### src/rtl/stopwatch_datapath.sv
// Stopwatch timekeeping: tick prescaler plus cascaded cs/s/m/h counters.
// Optional lap snapshot display enabled by defining STOPWATCH_LAP_EN.
module stopwatch_datapath #(
  parameter int CLK_FREQ_HZ = 100_000_000,
  parameter int TICK_HZ     = 100
) (
  input  logic       clk,
  input  logic       reset,
`ifdef STOPWATCH_LAP_EN
  input  logic       i_lap,
`endif
  input  logic       i_run_stop,
  input  logic       i_clear,
  output logic [6:0] o_msec,
  output logic [5:0] o_sec,
  output logic [5:0] o_min,
  output logic [4:0] o_hour,
  output logic       o_tick
);

  localparam int DIV = CLK_FREQ_HZ / TICK_HZ;
  localparam int TW  = (DIV < 2) ? 1 : $clog2(DIV);
  localparam logic [TW-1:0] TC_MAX = TW'(DIV - 1);

  if (DIV < 2 || (CLK_FREQ_HZ % TICK_HZ) != 0) begin : g_bad_div
    $error("stopwatch_datapath: DIV must be >= 2 and exact");
  end

  logic [TW-1:0] r_tick_cnt;
  logic [6:0]    r_msec;
  logic [5:0]    r_sec;
  logic [5:0]    r_min;
  logic [4:0]    r_hour;
  logic          r_tick;

  logic [TW-1:0] w_tick_nxt;
  logic [6:0]    w_msec_nxt;
  logic [5:0]    w_sec_nxt;
  logic [5:0]    w_min_nxt;
  logic [4:0]    w_hour_nxt;
  logic          w_pulse;
  logic          w_c_ms;
  logic          w_c_s;
  logic          w_c_m;

  // Next live state: clear beats run; carries ripple within one edge.
  always_comb begin
    w_tick_nxt = r_tick_cnt;
    w_msec_nxt = r_msec;
    w_sec_nxt  = r_sec;
    w_min_nxt  = r_min;
    w_hour_nxt = r_hour;
    w_pulse    = 1'b0;
    w_c_ms     = 1'b0;
    w_c_s      = 1'b0;
    w_c_m      = 1'b0;
    if (i_clear) begin
      w_tick_nxt = '0;
      w_msec_nxt = '0;
      w_sec_nxt  = '0;
      w_min_nxt  = '0;
      w_hour_nxt = '0;
    end else if (i_run_stop) begin
      if (r_tick_cnt == TC_MAX) begin
        w_tick_nxt = '0;
        w_pulse    = 1'b1;
        if (r_msec == 7'd99) begin
          w_msec_nxt = '0;
          w_c_ms     = 1'b1;
        end else begin
          w_msec_nxt = r_msec + 7'd1;
        end
        if (w_c_ms) begin
          if (r_sec == 6'd59) begin
            w_sec_nxt = '0;
            w_c_s     = 1'b1;
          end else begin
            w_sec_nxt = r_sec + 6'd1;
          end
        end
        if (w_c_s) begin
          if (r_min == 6'd59) begin
            w_min_nxt = '0;
            w_c_m     = 1'b1;
          end else begin
            w_min_nxt = r_min + 6'd1;
          end
        end
        if (w_c_m) begin
          if (r_hour == 5'd23) begin
            w_hour_nxt = '0;
          end else begin
            w_hour_nxt = r_hour + 5'd1;
          end
        end
      end else begin
        w_tick_nxt = r_tick_cnt + TW'(1);
      end
    end
  end

  // Live prescaler, counters and tick pulse.
  always_ff @(posedge clk or posedge reset) begin
    if (reset) begin
      r_tick_cnt <= '0;
      r_msec     <= '0;
      r_sec      <= '0;
      r_min      <= '0;
      r_hour     <= '0;
      r_tick     <= 1'b0;
    end else begin
      r_tick_cnt <= w_tick_nxt;
      r_msec     <= w_msec_nxt;
      r_sec      <= w_sec_nxt;
      r_min      <= w_min_nxt;
      r_hour     <= w_hour_nxt;
      r_tick     <= w_pulse;
    end
  end

  assign o_tick = r_tick;

`ifdef STOPWATCH_LAP_EN
  logic       r_hold;
  logic [6:0] r_s_msec;
  logic [5:0] r_s_sec;
  logic [5:0] r_s_min;
  logic [4:0] r_s_hour;
  logic [6:0] r_o_msec;
  logic [5:0] r_o_sec;
  logic [5:0] r_o_min;
  logic [4:0] r_o_hour;
  logic       w_hold_nxt;
  logic       w_take;

  // Lap toggle; clear forces live display and wins over a lap pulse.
  always_comb begin
    w_hold_nxt = r_hold;
    if (i_clear) begin
      w_hold_nxt = 1'b0;
    end else if (i_lap) begin
      w_hold_nxt = ~r_hold;
    end
    w_take = w_hold_nxt & ~r_hold;
  end

  // Snapshot captures post-update live values on entering hold.
  always_ff @(posedge clk or posedge reset) begin
    if (reset) begin
      r_hold   <= 1'b0;
      r_s_msec <= '0;
      r_s_sec  <= '0;
      r_s_min  <= '0;
      r_s_hour <= '0;
    end else begin
      r_hold <= w_hold_nxt;
      if (i_clear) begin
        r_s_msec <= '0;
        r_s_sec  <= '0;
        r_s_min  <= '0;
        r_s_hour <= '0;
      end else if (w_take) begin
        r_s_msec <= w_msec_nxt;
        r_s_sec  <= w_sec_nxt;
        r_s_min  <= w_min_nxt;
        r_s_hour <= w_hour_nxt;
      end
    end
  end

  // Registered display: snapshot while holding, else live.
  always_ff @(posedge clk or posedge reset) begin
    if (reset) begin
      r_o_msec <= '0;
      r_o_sec  <= '0;
      r_o_min  <= '0;
      r_o_hour <= '0;
    end else if (w_hold_nxt && !w_take) begin
      r_o_msec <= r_s_msec;
      r_o_sec  <= r_s_sec;
      r_o_min  <= r_s_min;
      r_o_hour <= r_s_hour;
    end else begin
      r_o_msec <= w_msec_nxt;
      r_o_sec  <= w_sec_nxt;
      r_o_min  <= w_min_nxt;
      r_o_hour <= w_hour_nxt;
    end
  end

  assign o_msec = r_o_msec;
  assign o_sec  = r_o_sec;
  assign o_min  = r_o_min;
  assign o_hour = r_o_hour;
`else
  assign o_msec = r_msec;
  assign o_sec  = r_sec;
  assign o_min  = r_min;
  assign o_hour = r_hour;
`endif

endmodule

### config.mk
export PLATFORM = sky130hd
export DESIGN_NAME = stopwatch_datapath
export DESIGN_NICKNAME = d
export VERILOG_FILES = /design/src/rtl/stopwatch_datapath.sv
export SDC_FILE = /design/constraint.sdc
export NUM_CORES = 1
export LEC_CHECK = 0
export CORE_ASPECT_RATIO = 1.2
export CORE_MARGIN = 2
export CORE_UTILIZATION = 50
export CTS_BUF_LIST = sky130_fd_sc_hd__clkbuf_2 sky130_fd_sc_hd__clkbuf_4 sky130_fd_sc_hd__clkbuf_8
export DETAILED_ROUTE_END_ITERATION = 10
export PLACE_DENSITY = 0.84
export RECOVER_POWER = 50
export SLEW_MARGIN = 20
export SYNTH_ARGS = -nofsm -noshare
export SYNTH_HDL_FRONTEND = slang
export SYNTH_SLANG_ARGS = --single-unit
### constraint.sdc
create_clock -name clk -period 2.39 [get_ports clk]
set_input_delay 0.3585 -clock clk [delete_from_list [all_inputs] [get_ports clk]]
set_output_delay 0.3585 -clock clk [all_outputs]
set_load 0.05 [all_outputs]
### Yosys cells after proc, flatten, opt, wreduce, memory -nomap -nowiden

Index checks and enable logic that the tools add are counted.
W data, S select, Z words.

* reduce and logical (&&, ||, !) cells: 9
* equality and inequality tests: 5
* add/subtract/negate cells: 5
* mux-type cells: 39

Operators by type and width (count)
* $mux W20: 3
* $mux W6: 10
* $mux W7: 4
* $mux W5: 5
* $add A20 B1 Y20 const B: 1
* $eq A20 B20 Y1 const B: 1
* $mux W1: 17
* $add A6 B1 Y6 const B: 2
* $eq A6 B6 Y1 const B: 2
* $reduce_bool A2 Y1: 5
* $reduce_and A3 Y1: 3
* $add A7 B1 Y7 const B: 1
* $eq A7 B7 Y1 const B: 1
* $add A5 B1 Y5 const B: 1
* $eq A5 B5 Y1 const B: 1
* $reduce_and A2 Y1: 1

* flip-flop bits (word level): 45
* output and inout bits: 25
* input bits: 4

### Longest topological paths before layout

Gate-level depths: netlist of run 1.

* word-level depth: 17
* mapped depth: 8
* depth with buffers taken out: 6

### Least setup slack after synthesis of run 1

No wires, ideal clock.

* path type: register to register
* start: reg r_tick_cnt[0]
* end: reg r_sec[3] (netlist: o_sec[3])
* data arrival time: 2.304 ns
* stages on the path, launching flop included: 9
* slack: 0.008 ns
* data required time: 2.312 ns
* period minus slack after synthesis: 2.382 ns
* setup time: 0.078 ns
* cell sequence: dfrtp_1 > ha_1 > nand3_2 > or4_4 > buf_6 > or3_4 > buf_6 > or3b_1 > a21oi_1

* cells in the longest elaborated chain, start to end: 3

Ends and longest elaborated chain
* from (decl): RTL line 29 `logic [TW-1:0] r_tick_cnt;`
* from (signal assigned): RTL line 112 `r_tick_cnt <= w_tick_nxt;`
* $eq A20 B20 Y1: RTL line 64 `if (r_tick_cnt == TC_MAX) begin`
* $reduce_bool A2 Y1 (no line)
* $reduce_and A3 Y1 (no line)
* to (signal assigned): RTL line 114 `r_sec <= w_sec_nxt;`
* to (decl): RTL line 31 `logic [5:0] r_sec;`

No other way between the ends.
A chain may end at the register's enable or synchronous reset.

### Worst setup path in the final report of run 1

* start: reg r_tick_cnt[1]
* end: reg r_sec[2] (netlist: o_sec[2])

The elaborated chain is that of the path after synthesis.

==> results of run 1 <==
[logic make-up after synthesis]
kind of cell / Yosys count / synth area share
multiplexers: 5 / 0.0210
flip-flops: 45 / 0.461
buffers and inverters: 16 / 0.0307
adder cells (fa/ha/maj): 5 / 0.0256
AO/OA/AOI/OAI: 39 / 0.0962
AND/OR/NAND/NOR: 130 / 0.294
XOR/XNOR: 20 / 0.0716
[metal layers]
layer	up-vias	wire length (um)	track usage
li1	1017	-	-
met1	987	2210	0.267
met2	44	2690	0.351
met3	7	198	0.0448
met5	-	0	0
met4	0	65	0.0700
[worst register-to-register path: cells and delay by family (launching register included)]
family / cells / cell delay (ps)
compound gates: 1 / 150
fa+ha+maj: 1 / 190
flops: 1 / 390
simple gates: 4 / 1500
[state kept, by name, summed over array words and instances, names as in the netlist]
register,cells
o_msec,7
o_sec,6
o_min,6
o_hour,5
o_tick,1
r_tick_cnt,20
[worst max path at each step]
stage	slack [ps]	cells after the start	end
floorplan	8	8	o_sec[3]
global placement	170	6	o_sec[2]
detailed placement	110	8	o_min[3]
CTS	60	8	o_min[3]
global route	5	8	o_min[3]
finish	100	6	o_sec[2]
[layout by cell type, fill, tap and decap left out, types with 5 or more instances in the layout]
| cell type | Yosys | routed |
|---|---|---|
| inv_1 | 9 | 8 |
| nand2b_1 | 6 | 6 |
| and2_1 | 7 | 7 |
| nor3_1 | 5 | 5 |
| nand4_1 | 12 | 12 |
| nand3_1 | 18 | 18 |
| ha_1 | 5 | 5 |
| clkbuf_8 | 0 | 6 |
| and3_1 | 6 | 6 |
| nand2_1 | 13 | 13 |
| xnor2_1 | 11 | 11 |
| buf_4 | 0 | 13 |
| nor2_1 | 37 | 37 |
| xor2_1 | 9 | 9 |
| o21ai_0 | 11 | 11 |
| a21oi_1 | 17 | 17 |
| dlygate4sd3_1 | 0 | 11 |
| dfrtp_1 | 45 | 45 |
| clkdlybuf4s50_1 | 0 | 17 |
[through the flow]
stage / power [mW] / worst slack (ps) / area [sq um] / instances / util
floorplan: 0.813 / 7.84 / 2440 / 260 / -
global placement: 0.836 / 168 / 2880 / 355 / 0.617
detailed placement: 0.838 / 110 / 2880 / 355 / 0.617
CTS: 1.33 / 62.2 / 2970 / 363 / 0.638
global route: 1.37 / 4.71 / 2960 / 363 / 0.635
finish: 1.31 / 101 / 2960 / 363 / 0.635
[power by group through the flow]
stage / combinational, mW / clock [mW] / sequential (mW)
4_1_cts: 0.0566 / 0.508 / 0.766
3_5_place_dp: 0.0562 / 0 / 0.782
6_report: 0.0531 / 0.492 / 0.767
2_1_floorplan: 0.0321 / 0 / 0.781
3_3_place_gp: 0.0548 / 0 / 0.781
5_1_grt: 0.0605 / 0.547 / 0.767
[area by class of cell]
class                           count  area (sq um)  share of cell area
Clock buffer                        6          82.6              0.0279
Clock inverter                      2          13.8             0.00465
Inverter                            9          33.8              0.0114
Multi-Input combinational cell    199          1240               0.420
Sequential cell                    45          1130               0.380
Tap cell                           58          72.6              0.0245
Timing Repair Buffer               44           389               0.131
==> impl_metrics.ini, run 1 <==
[drt]
drc_errors = 0
wirelength_um = 5160
num_vias = 2055
antenna_left = 0
dr.pass1.iters = 4
wl_per_cell_um = 14.2
viasPerCell = 5.66
drt-initial-drc-count = 162

[layout]
drive_gt1_frac = 0.0951
syn_to_final_growth_pct = 21.1
finalNetCount = 313
fillerInstances = 404
antennaDiodeCount = 0

[yosys]
yosysUniqueCellTypes = 43
synth_seq_cells = 45
synthTopCellsByCount = dfrtp_1 (45), nor2_1 (37), nand3_1 (18)
synth-edff-count = 0
synth_cells = 260
async_reset_ff_frac = 1.00
synthFlopType = dfrtp_1
ys_warn_count = 0
yosys.area.top_type_share = 0.461
synth_area_sq_mm = 0.00244
syn_nets = 269
syn_avg_cell_area_sq_um = 9.40
synthTopCellsByArea = dfrtp_1 (46%), nor2_1 (5.7%), xnor2_1 (3.9%)
yosysSeqAreaShare = 0.461
synth_top_area_cell = dfrtp_1
synth_most_common_cell = dfrtp_1

[worst_setup_path]
crit_family = simple AND/OR/NAND/NOR gates
rr_endpoint = o_sec[2]
path_max_fanout = 12
slowest_stage = or4_4
path_buf_inv = 0
rrSetupSlack_ps = 100
crit_type = register to register
end_kind = register
cp.required_ps = 2620
path_cells = ha_1 > nand3_2 > or4_4 > or3_4 > or4_1 > a21oi_1
critPathLaunchType = register
cp.arrival_ps = 2520
critPathLaunch = r_tick_cnt[1]
rr_startpoint = r_tick_cnt[1]
cpPeakStageDelay_ps = 540
reg2regPathDepth = 6

[clock_network]
htree_num_levels = 2
clockBufferDepth = 2
cts_root_buf = clkbuf_8
cts_tree = yes
cts_hold_buf = 0
cts.sink_count = 45
cts_resized = 0
cts_made_buffers = 5
path_clk_slew_ps = 90
cts_setup_buffers = 0
clock_latency_ps = 300

[power_and_ir_drop]
switching_share = 0.227
seqPwrFrac = 0.584
powerDensity_mw_per_mm2 = 443
ir_drop_mv = 0.303
power.switching_mw = 0.297
power_frac_clock = 0.375
leakage_nw = 1.28
combPwrFrac = 0.041
p_int_mw = 1.01

[floorplan]
die_y_um = 80.6
fp-row-count = 27
initial_core_util = 0.524
die_x_um = 67.8
ios = 29
core_sq_mm = 0.00466
dieArea_sq_mm = 0.00547

[sta]
finalHoldViolCount = 0
fin_crit_ps = 2290
fmax_mhz = 437
slew_viol_final = 0
slew_headroom = 0.482
rsz0062_at_grt = false
fin_hold_ws_ps = 529
setup_violations = 0
fin_crit_sh = 0.958
tns_ps = 0
worst_clock_skew_ps = 13.1
tightest_slew_ps = 777

[worst_hold_path]
hold_path.class = register to register
hold_end = o_msec[6]
min_delay_path_depth = 1
min_from = o_msec[6]

[place]
portBuffers = 28
dp_hpwl_um = 3780
gp_congestion = 0.813

[grt]
grt_max_degree = 22
grt_pass1_vias = 1936
grt_usage = 0.210
overflow = 0
grt_antenna_before_repair = 0
grt_pass1_wl_um = 8750

[run]
cap_violations = 0

[outcome]
status = finished clean
Note: power is estimated with default switching activity, not from simulation.
==> run 2, diff against run 1 <==
Settings changed: CORE_ASPECT_RATIO 1.2 to 0.9, CTS_BUF_LIST sky130_fd_sc_hd__clkbuf_2 sky130_fd_sc_hd__clkbuf_4 sky130_fd_sc_hd__clkbuf_8 to default.
==> run 2 against run 1 <==
Highest routed layer unchanged. Worst hold slack worse by 33 ps. First-iteration DRC count down 41%. Clock power up 19%. Largest cell class unchanged.
==> impl_metrics.ini, run 2 (synthesis results as in run 1) <==
[sta]
slew_viol_final = 0
rsz0062_at_grt = false
tightest_slew_ps = 721
setup_violations = 0
fin_crit_sh = 0.959
tns_ps = 0
fin_crit_ps = 2290
finalHoldViolCount = 0
fmax_mhz = 437
worst_clock_skew_ps = 7.58
slew_headroom = 0.519
setup_ws_ps = 99.1

[worst_setup_path]
critPathLaunchType = register
rrSetupSlack_ps = 100
critPathLaunch = r_tick_cnt[0]
crit_type = register to register
end_kind = register
reg2regPathDepth = 6
cp.required_ps = 2620
rr_endpoint = o_sec[2]
cp.arrival_ps = 2520
path_max_fanout = 12
rr_startpoint = r_tick_cnt[0]

[place]
dp_slack_ps = 116
dp_hpwl_um = 3730
gp_congestion = 0.839
portBuffers = 28

[clock_network]
cts_tree = yes
path_clk_slew_ps = 80
cts.sink_count = 45
htree_num_levels = 2
clock_latency_ps = 300
clockBufferDepth = 2
cts_root_buf = clkbuf_8
cts_made_buffers = 5
cts_resized = 0

[grt]
grt_max_degree = 32
grt_pass1_wl_um = 8970
grt_antenna_before_repair = 0
grt_pass1_vias = 1985
overflow = 0
grt_usage = 0.203

[worst_hold_path]
hold_path.class = input pin to async pin

[floorplan]
die_x_um = 77.7
core_sq_mm = 0.00477
fp-row-count = 24
ios = 29
initial_core_util = 0.512
dieArea_sq_mm = 0.00547
die_y_um = 70.3

[layout]
layout_commonest_cell = dfrtp_1
fillerInstances = 395
top_register = r_tick_cnt
multi_input_area_sq_mm = 0.00124
seq_area_sq_mm = 0.00113
final_cell_mix = dfrtp_1 (45), nor2_1 (37), nand3_1 (19)
syn_to_final_growth_pct = 22.6
finalNetCount = 314
drive_gt1_frac = 0.0980
antennaDiodeCount = 0
largest_register_ffs = 20

[power_and_ir_drop]
switching_share = 0.202
power.switching_mw = 0.283
power_frac_clock = 0.416
combPwrFrac = 0.038
ir_drop_mv = 0.323
leakage_nw = 1.30
powerDensity_mw_per_mm2 = 468
p_int_mw = 1.12
seqPwrFrac = 0.546

[drt]
num_vias = 2102
wl_per_cell_um = 13.9
wirelength_um = 5170
dr.pass1.iters = 4
viasPerCell = 5.67
drc_errors = 0
antenna_left = 0
drt-initial-drc-count = 95

[outcome]
status = finished clean

[run]
cap_violations = 0
==> run 2: changes by cell type in the layout (fill, tap and decap cells not counted), sizes merged <==
cell	delta
bufinv	+1
clkinv	-2
buf	+2
==> run 2: metrics by stage <==
stage	std cells	instance area, sq um	power [mW]	hold slack (ps)	util
detailed placement	361	2890	0.838	528	0.605
finish	371	3000	1.40	495	0.628
global placement	361	2890	0.837	519	0.605
CTS	369	3010	1.42	395	0.630
floorplan	260	2440	0.813	493	-
global route	371	3000	1.46	533	0.628
==> run 2: power by group through the flow <==
stage / combinational [mW] / sequential, mW / clock [mW]
after floorplan: 0.0321 / 0.781 / 0
after global placement: 0.0553 / 0.781 / 0
after detailed placement: 0.0563 / 0.781 / 0
after CTS: 0.0560 / 0.766 / 0.600
after global routing: 0.0600 / 0.767 / 0.634
final: 0.0531 / 0.766 / 0.585
==> run 2: cell type report <==
cell class | instances | area share
inverters | 9 | 0.0113
repair buffers | 45 | 0.134
flip-flops and latches | 45 | 0.376
well taps | 65 | 0.0271
clock buffers | 7 | 0.0288
clock inverters | 1 | 0.0100
multi-input cells | 199 | 0.413
==> run 2: timing repair <==
action,in CTS,in global routing
setup buffers,0,2
hold buffers,0,0
setup endpoints to repair,0,18
hold endpoints to repair,0,0
==> run 2: how the worst max path moves through the flow <==
stage | end | slack [ps] | depth (start not counted)
3_3_place_gp | o_sec[2] | 160 | 6
5_1_grt | o_sec[2] | 5 | 6
6_report | o_sec[2] | 100 | 6
2_1_floorplan | o_sec[3] | 8 | 8
3_5_place_dp | o_sec[2] | 120 | 6
4_1_cts | o_sec[2] | 90 | 6
==> run 2: worst max-delay path, cell delays in order, from the launching register on <==
cell	delay (ps)
dfrtp_1	390
ha_1	180
nand3_1	100
or4_4	550
or3_4	460
or4_1	410
a21oi_1	140
==> run 2: routing by layer <==
metal / global-route usage / wire length, um / vias to the layer above / share of wire
met5: 0 / 0 / - / 0
met4: 0.0675 / 65 / 0 / 0.013
met3: 0.0413 / 316 / 7 / 0.061
met2: 0.313 / 2410 / 78 / 0.47
met1: 0.286 / 2380 / 999 / 0.46
li1: - / - / 1018 / -
==> run 3, diff against run 2 <==
Settings changed: ABC_AREA from default to 1, CORE_UTILIZATION 50 to 42, DONT_BUFFER_PORTS from default to 1, PLACE_DENSITY 0.84 to 0.68.
==> run 3 against run 2 <==
Clock skew grew 3.4 ps. Largest cell class unchanged. Clock power decreased by 5.5%. Critical path type unchanged. Sequential share of layout area decreased by 1.0 points.
==> impl_metrics.ini, run 3 <==
[sta]
setup_violations = 0
finalHoldViolCount = 0
fmax_mhz = 498
slew_headroom = 0.445
slew_viol_final = 0
tightest_slew_ps = 832
fin_crit_sh = 0.840
rsz0062_at_grt = false
setup_ws_ps = 381
tns_ps = 0
fin_crit_ps = 2010
worst_clock_skew_ps = 11.0

[drt]
viasPerCell = 4.88
drc_errors = 0
wirelength_um = 6070
antenna_left = 0
drt-initial-drc-count = 99
num_vias = 2432
wl_per_cell_um = 12.2
dr.pass1.iters = 4

[clock_network]
path_clk_slew_ps = 90
cts_setup_buffers = 0
htree_num_levels = 2
clock_latency_ps = 290
cts_made_buffers = 5
cts_root_buf = clkbuf_8
cts.sink_count = 45
clockBufferDepth = 2
cts_tree = yes

[place]
place_area_sq_mm = 0.00300
dp_slack_ps = 567
portBuffers = 0
dp_hpwl_um = 4680
gp_congestion = 0.877

[power_and_ir_drop]
power.switching_mw = 0.613
switching_share = 0.332
power_frac_clock = 0.300
combPwrFrac = 0.248
powerDensity_mw_per_mm2 = 599
ir_drop_mv = 0.375
leakage_nw = 1.51
p_int_mw = 1.23
seqPwrFrac = 0.452

[layout]
final_cell_mix = nand2_1 (107), nor2_1 (61), nand3_1 (48)
drive_gt1_frac = 0.105
finalNetCount = 420
syn_to_final_growth_pct = 12.8
antennaDiodeCount = 0
layout_commonest_cell = nand2_1
top_register = r_tick_cnt
largest_register_ffs = 20
fin_area_sq_mm = 0.00308

[floorplan]
die_y_um = 80.5
dieArea_sq_mm = 0.00717
ios = 29
fp-row-count = 27
core_sq_mm = 0.00622
initial_core_util = 0.440
die_x_um = 89.0

[worst_setup_path]
critPathLaunchType = register
end_kind = register
cp.arrival_ps = 2190
rrSetupSlack_ps = 380
reg2regPathDepth = 8
cp.required_ps = 2570
crit_type = register to register
path_max_fanout = 6

[yosys]
synthFlopType = dfrtp_1
synth_top_area_cell = dfrtp_1
yosysUniqueCellTypes = 30
syn_avg_cell_area_sq_um = 7.13
ys_warn_count = 0
synth-edff-count = 0
synthTopCellsByArea = dfrtp_1 (41%), nand2_1 (15%), nand3_1 (8.8%)
yosys.area.top_type_share = 0.412
synthTopCellsByCount = nand2_1 (107), nor2_1 (61), nand3_1 (48)
synth_cells = 383
synth_most_common_cell = nand2_1
syn_nets = 392
synth_seq_cells = 45
synth_area_sq_mm = 0.00273
async_reset_ff_frac = 1.00
yosysSeqAreaShare = 0.412

[grt]
grt_max_degree = 20
grt_pass1_wl_um = 10200
grt_pass1_vias = 2289
grt_antenna_before_repair = 0
grt_usage = 0.180
overflow = 0

[worst_hold_path]
min_delay_path_depth = 1
hold_path.class = input pin to register

[outcome]
status = finished clean

[run]
cap_violations = 0
## run 3: changes by cell type in the layout (fill, tap and decap cells not counted), sizes merged, moves of 7 or more
cell / previous run / this run
nand2: 14 / 110
inv: 8 / 45
dlygate4sd3: 11 / 1
nand4: 12 / 4
a21oi: 17 / 4
nand3: 19 / 52
clkdlybuf4s50: 17 / 0
and2: 7 / 0
nor2: 37 / 68
## run 3: path summary, 6_finish.rpt
kind | startpoint | endpoint
setup / recovery | o_min[5] | o_hour[2]
hold / removal | i_clear | o_tick
setup reg to reg | o_min[5] | o_hour[2]
hold reg to reg | r_tick_cnt[1] | r_tick_cnt[1]
max in group asynchronous | reset | r_tick_cnt[5]
min in group asynchronous | reset | o_hour[1]
## run 3: critical path, stage by stage (launching register included)
cell	delay, ps
dfrtp_1	330
clkbuf_1	550
nand3b_1	190
nor2_1	150
nand3_1	80
nand2_1	190
nand3_1	230
nand2_1	120
nand2_1	70
## run 3: routing by layer
layer / vias up / wire [um] / track usage
met2: 43 / 2760 / 0.278
met1: 1112 / 2980 / 0.249
met5: - / 0 / 0
met4: 0 / 96 / 0.0582
met3: 6 / 240 / 0.0391
li1: 1271 / - / -
## run 3: what timing repair did
| item | CTS | global route |
|---|---|---|
| gates resized for setup | 0 | 0 |
| endpoints found under the hold margin | 17 | 0 |
| hold buffers | 1 | 0 |
## run 3: layout make-up
class                      count  area (sq um)
fill                         639          3130
multi-input combinational    288          1400
inverter                      45           171
timing repair buffer          26           176
clock buffer                   5          68.8
tap                           87           109
clock inverter                 2          35.0
sequential                    45          1130
## run 3: per-stage QoR
step / hold WS, ps / power [mW] / util / instances
after floorplan: 475 / 1.19 / - / 383
final: 138 / 1.85 / 0.496 / 498
after global routing: 125 / 1.94 / 0.496 / 498
after detailed placement: 269 / 1.32 / 0.483 / 490
after CTS: 127 / 1.87 / 0.501 / 498
after global placement: 274 / 1.31 / 0.483 / 490
## run 3: cell families after synthesis
| group | count (synthesis) | share of synthesized area |
|---|---|---|
| and+or+nand+nor | 250 | 0.405 |
| xor gates and xnor gates | 14 | 0.0449 |
| buffers and inverters | 50 | 0.0769 |
| DFF | 45 | 0.412 |
| adders and majority gates | 5 | 0.0229 |
| AOI/OAI and AO/OA | 19 | 0.0380 |
## run 3: power groups by stage
stage          registers, mW  logic, mW  clock network, mW
3_5_place_dp           0.850      0.467                  0
2_1_floorplan           1.04      0.156                  0
4_1_cts                0.835      0.470              0.569
6_report               0.835      0.458              0.553
3_3_place_gp           0.848      0.462                  0
5_1_grt                0.841      0.503              0.599
